[src/rtl/ifetch_unit.sv]
// ifetch_unit: instruction-fetch stage feeding ctrlunit. Owns the PC and the
// instruction register, issues one-byte reads to a variable-latency
// instruction memory and times out to a NOP when no data comes back.
//
// Ports:
//   clk, rst_n          clock, asynchronous active-low reset
//   pc_clr              synchronous program restart (PC <= RESET_PC, clears error)
//   IR_EN               one-cycle fetch request
//   PCI, BRANCH         PC increment / PC load from br_target
//   br_target           branch address
//   im_addr, im_rd      instruction memory address and one-cycle read strobe
//   im_data, im_valid   instruction memory read data and its one-cycle valid
//   instr               instruction register contents
//   pc                  current PC
//   fetch_busy          read outstanding
//   fetch_err           sticky error (timeout or request while busy)
//   fetch_cnt           successful fetch count, only with FETCH_CNT_EN defined
//
// Optional feature: define FETCH_CNT_EN to add the saturating fetch_cnt port.
module ifetch_unit #(
  parameter int unsigned       ADDR_W    = 8,
  parameter logic [ADDR_W-1:0] RESET_PC  = '0,
  parameter logic [7:0]        NOP_INSTR = 8'hF0,
  parameter int unsigned       MAX_WAIT  = 15
) (
  input  logic              clk,
  input  logic              rst_n,
  input  logic              pc_clr,
  input  logic              IR_EN,
  input  logic              PCI,
  input  logic              BRANCH,
  input  logic [ADDR_W-1:0] br_target,
  output logic [ADDR_W-1:0] im_addr,
  output logic              im_rd,
  input  logic [7:0]        im_data,
  input  logic              im_valid,
  output logic [7:0]        instr,
  output logic [ADDR_W-1:0] pc,
  output logic              fetch_busy,
  output logic              fetch_err
`ifdef FETCH_CNT_EN
  ,
  output logic [15:0]       fetch_cnt
`endif
);

  localparam int unsigned CNT_W = 8;

  typedef enum logic [1:0] {
    S_IDLE = 2'd0,
    S_REQ  = 2'd1,
    S_WAIT = 2'd2
  } state_e;

  state_e            state_q, state_d;
  logic [ADDR_W-1:0] pc_q, pc_d;
  logic [ADDR_W-1:0] addr_q, addr_d;
  logic [CNT_W-1:0]  cnt_q, cnt_d;
  logic [7:0]        instr_q, instr_d;
  logic              im_rd_q, im_rd_d;
  logic              busy_q, busy_d;
  logic              err_q, err_d;
  logic              accept_c;
  logic              timeout_c;

  // State register
  always_ff @(posedge clk or negedge rst_n) begin
    if (!rst_n) begin
      state_q <= S_IDLE;
    end else begin
      state_q <= state_d;
    end
  end

  // Next-state logic; im_valid outside WAIT is never accepted
  always_comb begin
    state_d   = state_q;
    accept_c  = 1'b0;
    timeout_c = 1'b0;
    case (state_q)
      S_IDLE: begin
        if (IR_EN) state_d = S_REQ;
      end
      S_REQ: begin
        state_d = S_WAIT;
      end
      S_WAIT: begin
        if (im_valid) begin
          accept_c = 1'b1;
          state_d  = S_IDLE;
        end else if (cnt_q == CNT_W'(MAX_WAIT - 1)) begin
          timeout_c = 1'b1;
          state_d   = S_IDLE;
        end
      end
      default: begin
        state_d = S_IDLE;
      end
    endcase
  end

  // Datapath and registered outputs
  always_comb begin
    pc_d    = pc_q;
    addr_d  = addr_q;
    cnt_d   = cnt_q;
    instr_d = instr_q;
    err_d   = err_q;

    // PC priority: pc_clr > BRANCH > PCI
    if (pc_clr)      pc_d = RESET_PC;
    else if (BRANCH) pc_d = br_target;
    else if (PCI)    pc_d = pc_q + ADDR_W'(1);

    // Fetch address is the PC before any same-cycle PC update
    if (state_q == S_IDLE && IR_EN) addr_d = pc_q;

    if (state_q == S_REQ) begin
      cnt_d = '0;
    end else if (state_q == S_WAIT && !accept_c && !timeout_c) begin
      cnt_d = cnt_q + CNT_W'(1);
    end

    if (accept_c)       instr_d = im_data;
    else if (timeout_c) instr_d = NOP_INSTR;

    // pc_clr wins over a same-cycle error source
    if (timeout_c || (IR_EN && busy_q)) err_d = 1'b1;
    if (pc_clr) err_d = 1'b0;

    // Registered versions of state-derived strobes
    im_rd_d = (state_d == S_REQ);
    busy_d  = (state_d != S_IDLE);
  end

  always_ff @(posedge clk or negedge rst_n) begin
    if (!rst_n) begin
      pc_q    <= RESET_PC;
      addr_q  <= RESET_PC;
      cnt_q   <= '0;
      instr_q <= NOP_INSTR;
      im_rd_q <= 1'b0;
      busy_q  <= 1'b0;
      err_q   <= 1'b0;
    end else begin
      pc_q    <= pc_d;
      addr_q  <= addr_d;
      cnt_q   <= cnt_d;
      instr_q <= instr_d;
      im_rd_q <= im_rd_d;
      busy_q  <= busy_d;
      err_q   <= err_d;
    end
  end

  assign pc         = pc_q;
  assign im_addr    = addr_q;
  assign im_rd      = im_rd_q;
  assign instr      = instr_q;
  assign fetch_busy = busy_q;
  assign fetch_err  = err_q;

`ifdef FETCH_CNT_EN
  logic [15:0] fcnt_q, fcnt_d;

  // Saturating count of accepted fetches; timeouts are not counted
  always_comb begin
    fcnt_d = fcnt_q;
    if (pc_clr) begin
      fcnt_d = '0;
    end else if (accept_c && fcnt_q != 16'hFFFF) begin
      fcnt_d = fcnt_q + 16'(1);
    end
  end

  always_ff @(posedge clk or negedge rst_n) begin
    if (!rst_n) begin
      fcnt_q <= '0;
    end else begin
      fcnt_q <= fcnt_d;
    end
  end

  assign fetch_cnt = fcnt_q;
`endif

endmodule

[config.mk]
export PLATFORM = sky130hd
export DESIGN_NAME = ifetch_unit
export DESIGN_NICKNAME = d
export VERILOG_FILES = /design/src/rtl/ifetch_unit.sv
export SDC_FILE = /design/constraint.sdc
export NUM_CORES = 1
export LEC_CHECK = 0
export ABC_AREA = 1
export BUFFER_PORTS_ARGS = -buffer_cell sky130_fd_sc_hd__buf_2
export CAP_MARGIN = 20
export CELL_PAD_IN_SITES_DETAIL_PLACEMENT = 1
export CELL_PAD_IN_SITES_GLOBAL_PLACEMENT = 1
export CORE_UTILIZATION = 35
export CTS_CLUSTER_DIAMETER = 40
export CTS_CLUSTER_SIZE = 30
export DETAILED_ROUTE_END_ITERATION = 16
export PLACE_DENSITY_LB_ADDON = 0.12
export SLEW_MARGIN = 20
export SYNTH_ARGS = -nofsm -noshare
export SYNTH_HDL_FRONTEND = slang
export SYNTH_SLANG_ARGS = --single-unit
export TNS_END_PERCENT = 100
[constraint.sdc]
create_clock -name clk -period 3.1 [get_ports clk]
set_clock_uncertainty 0.2 [all_clocks]
set_input_delay 0.31 -clock clk [delete_from_list [all_inputs] [get_ports clk]]
set_output_delay 0.31 -clock clk [all_outputs]
set_load 0.02 [all_outputs]
Word-level counts from Yosys, hierarchy flattened
Cells that the tools add are included.

word-level totals
  output and inout bits = 27
  logic and storage cells = 45
  input port bits = 23
  register bits after elaboration = 37

operators by class
  mux-type cells = 18
  equal/unequal tests = 4
  reduce and logical (&&, ||, !) cells = 13
  $add $sub $neg = 2

operators with widths
  cell                   count
  $mux W8                7
  $add A8 B1 Y8 const B  2
  $eq A8 B4 Y1 const B   1
  $reduce_bool A2 Y1     4
  $mux W1                7
  $mux W2                3
  $pmux W2 S3            1
  $eq A2 B1 Y1 const B   2
  $logic_and A1 B1 Y1    4
  $reduce_bool A3 Y1     1
  $eq A2 B2 Y1 const B   1
  $logic_not A1 Y1       2
  $logic_not A2 Y1       1
  $logic_or A1 B1 Y1     1

Depth between registers and ports, before layout
  depth after elaboration = 8
  depth in mapped cells = 8

Least setup slack after synthesis
Ideal clock, no wire load.

  kind = reg-to-reg
  from = register cnt_q[0]
  to = register busy_q (netlist: fetch_busy)
  stages on the path, launching flop included = 8
  data arrival time = 1.196 ns
  period minus slack after synthesis = 1.518 ns
  path slack = 1.582 ns
  path buffers = 0
  cell sequence = dfrtp_1 -> inv_1 -> ha_1 -> nand3_2 -> nor2_4 -> nor2_8 -> nor2_8 -> nand2_1

between the ends
  cells in the longest elaborated chain, start to end = 5

ends and longest elaborated chain
  item                    line  source
  from (decl)             58    logic [CNT_W-1:0] cnt_q, cnt_d;
  from (signal assigned)  148   cnt_q <= cnt_d;
  $eq A8 B4 Y1            91    end else if (cnt_q == CNT_W'(MAX_WAIT - 1)) begin
  $mux W2                 91
  $mux W2                 88    if (im_valid) begin
  $pmux W2 S3             80    case (state_q)
  $reduce_bool A2 Y1      133   busy_d = (state_d != S_IDLE);
  named net busy_d        61    logic busy_q, busy_d;
  to (signal assigned)    151   busy_q <= busy_d;
  to (decl)               61

The timed path passes the listed nets, and every way through them passes these cells.
A chain may end at the register's enable or synchronous reset.

Final worst setup path
Ends and elaborated chain as after synthesis.

==> impl_metrics.env <==
export IMPL_postRouteAntennaNets=0
export IMPL_clk_path_buf_depth=2
export IMPL_synth_top_cell_area_share=0.440
export IMPL_firstDrtPassIters=4
export IMPL_synthTopCellsByArea="dfrtp_1 (44%), nand2_1 (15%), nor2_1 (7.0%)"
export IMPL_p_leak_nw=1.25
export IMPL_cp_max_fo=9
export IMPL_io_buffer_count=49
export IMPL_p_seq_frac=0.436
export IMPL_maxCapViolations=0
export IMPL_yosysSeqAreaShare=0.496
export IMPL_drt_iter0_markers=93
export IMPL_num_vias=1672
export IMPL_required_ns=3.06
export IMPL_yosysTopAreaCell="dfrtp_1"
export IMPL_slew_violations=0
export IMPL_synth_top_family_by_area="simple AND/OR/NAND/NOR gates"
export IMPL_rows=26
export IMPL_post_cts_buffers=0
export IMPL_ys_ff_latch=37
export IMPL_hold_buffers=1
export IMPL_antenna_cells=0
export IMPL_clock_latency_ns=0.28
export IMPL_io_pins=50
export IMPL_start_kind="flip-flop"
export IMPL_avgRoutedWirePerCell_um=11.9
export IMPL_hpwl_mm=3.26
export IMPL_netlist_area_um2=1880
export IMPL_synthAdderAreaFrac=0.0200
export IMPL_cts_resized=0
export IMPL_initial_utilization=0.365
export IMPL_r2r_end="fetch_busy"
export IMPL_synth_net_count=261
export IMPL_final_period_utilization=0.538
export IMPL_synth_mux_area_frac=0.00533
export IMPL_endpoint="fetch_busy"
export IMPL_cp_end_kind="flip-flop"
export IMPL_synth_cell_types=22
export IMPL_grt_max_degree=38
export IMPL_grt_pass1_vias=1570
export IMPL_cp_arrival_ns=1.62
export IMPL_combPwrFrac=0.359
export IMPL_tns_ns=0
export IMPL_drc=0
export IMPL_htreeDepth=2
export IMPL_path_class="reg -> reg"
export IMPL_netSwitchingPower_mw=0.669
export IMPL_wirelength_mm=4.27
export IMPL_reg2reg_setup_slack_ns=1.43
export IMPL_drive_above_1_share=0.245
export IMPL_clkTransAtPathRegs_ns=0.07
export IMPL_total_power_mw=1.69
export IMPL_grt_antenna_before_repair=0
export IMPL_cts_tree="done"
export IMPL_area_growth_pct=22.3
export IMPL_vias_per_cell=4.64
export IMPL_cts_buffers=5
export IMPL_die_h_um=75.3
export IMPL_crit_path_start="cnt_q[0]"
export IMPL_grt_first_pass_wirelength_mm=7.25
export IMPL_grt_use_total=0.173
export IMPL_synth_avg_cell_area_um2=7.99
export IMPL_reg2reg_depth=7
export IMPL_core_um2=5140
export IMPL_rsz0062_at_grt="no"
export IMPL_synthXorXnorAreaFrac=0.0233
export IMPL_overflow=0
export IMPL_internal_power_mw=1.02
export IMPL_ir_worst_vdd_v=0.000257
export IMPL_synthSimpleGateAreaFrac=0.336
export IMPL_fillCellCount=677
export IMPL_dieArea_um2=5660
export IMPL_r2r_start="cnt_q[0]"
export IMPL_cts_root_buf="clkbuf_8"
export IMPL_die_w_um=75.3
export IMPL_yosys_warnings=0
export IMPL_post_route_min_period_ns=1.67
export IMPL_synth_compound_area_frac=0.0593
export IMPL_switching_share=0.396
export IMPL_cts_sinks=37
export IMPL_maxSlewHeadroom=0.433
export IMPL_hold_viol_final=0
export IMPL_worst_pin_slew_ns=0.850
export IMPL_worstHoldPathType="in -> reg"
export IMPL_setup_viol=0
export IMPL_gp_congestion=0.768
export IMPL_pwr_share_clk=0.205
export IMPL_fmax_ghz=0.600
export IMPL_outcome="completed"
export IMPL_syn_inst=235
export IMPL_num_nets_final=315
export IMPL_cellPowerDensity_nw_per_um2=735
[flip-flops by register name, indices dropped and copies added, names as in the netlist]
register / cells
cnt_q: 8
im_addr: 8
instr: 8
pc: 8
state_q: 2
fetch_busy: 1
fetch_err: 1
im_rd: 1
[metal layers]
metal | vias up | track usage | routed length, µm
met3 | 5 | 0.0361 | 141
met5 | - | 0 | 0
li1 | 850 | - | -
met4 | 0 | 0.0679 | 65
met2 | 35 | 0.277 | 2040
met1 | 782 | 0.229 | 2020
[cells in the final DEF (no fill, tap or decap), drive strengths merged]
cell type    netlist  routed
dfstp              4       4
dlygate4sd3        0       1
a21oi              2       2
nor2              40      40
inv               26      26
xor2               5       5
nand2             75      75
o22ai              2       2
dfrtp             33      33
buf                3      49
o21ai             17      17
mux2i              1       1
ha                 3       3
clkbuf             0       8
nand3             20      20
nand4              4       4
[kinds of logic after synthesis]
kind of cell	count (synthesis)
AO/OA/AOI/OAI	21
XOR/XNOR	5
adder cells (fa/ha/maj)	3
buffers and inverters	29
flip-flops	37
multiplexers	1
AND/OR/NAND/NOR	139
[cell type report]
class                   count  area, µm²  share of cell area
clock buffers               8       90.1              0.0392
inverters                  26       97.6              0.0425
multi-input cells         169        835               0.363
flip-flops and latches     37        931               0.405
well taps                  70       87.6              0.0381
repair buffers             50        255               0.111
[metrics by stage]
stage	util	cell area (µm²)	hold WS (ns)	setup WS, ns	cells
global route	0.447	2300	0.00613	1.29	360
detailed placement	0.427	2200	0.268	1.42	351
global placement	0.427	2200	0.266	1.46	351
floorplan	-	1880	-0.186	1.58	235
CTS	0.447	2300	0.00300	1.41	360
finish	0.447	2300	0.0171	1.43	360
[critical path, cell delays in order (launching register included)]
cell     delay, ns
dfrtp_1       0.43
inv_1         0.12
ha_1          0.17
nand3_2       0.09
nor2_4        0.23
nor2_8        0.08
nor2_8        0.15
nand2_1       0.06
[how the worst min path moves through the flow]
| stage | depth (start not counted) | to | startpoint |
|---|---|---|---|
| global route | 2 | fetch_err | pc_clr |
| detailed placement | 1 | cnt_q[6] | rst_n |
| finish | 2 | fetch_err | pc_clr |
| CTS | 2 | fetch_err | pc_clr |
| floorplan | 0 | cnt_q[0] | rst_n |
| global placement | 1 | cnt_q[6] | rst_n |
[cell usage after synthesis, drive strengths merged]
cell type  number
buf             3
dfrtp          33
xor2            5
o22ai           2
mux2i           1
nand2          75
nand4           4
nand3          20
nor2           40
o21ai          17
ha              3
a21oi           2
inv            26
dfstp           4
[power by group through the flow]
| stage | clock, mW | combinational (mW) | sequential (mW) |
|---|---|---|---|
| after global routing | 0.379 | 0.684 | 0.759 |
| after CTS | 0.360 | 0.622 | 0.738 |
| after floorplan | 0 | 0.271 | 0.878 |
| final | 0.346 | 0.607 | 0.736 |
| after global placement | 0 | 0.603 | 0.744 |
| after detailed placement | 0 | 0.620 | 0.745 |
(Power assumes the default switching activity.)
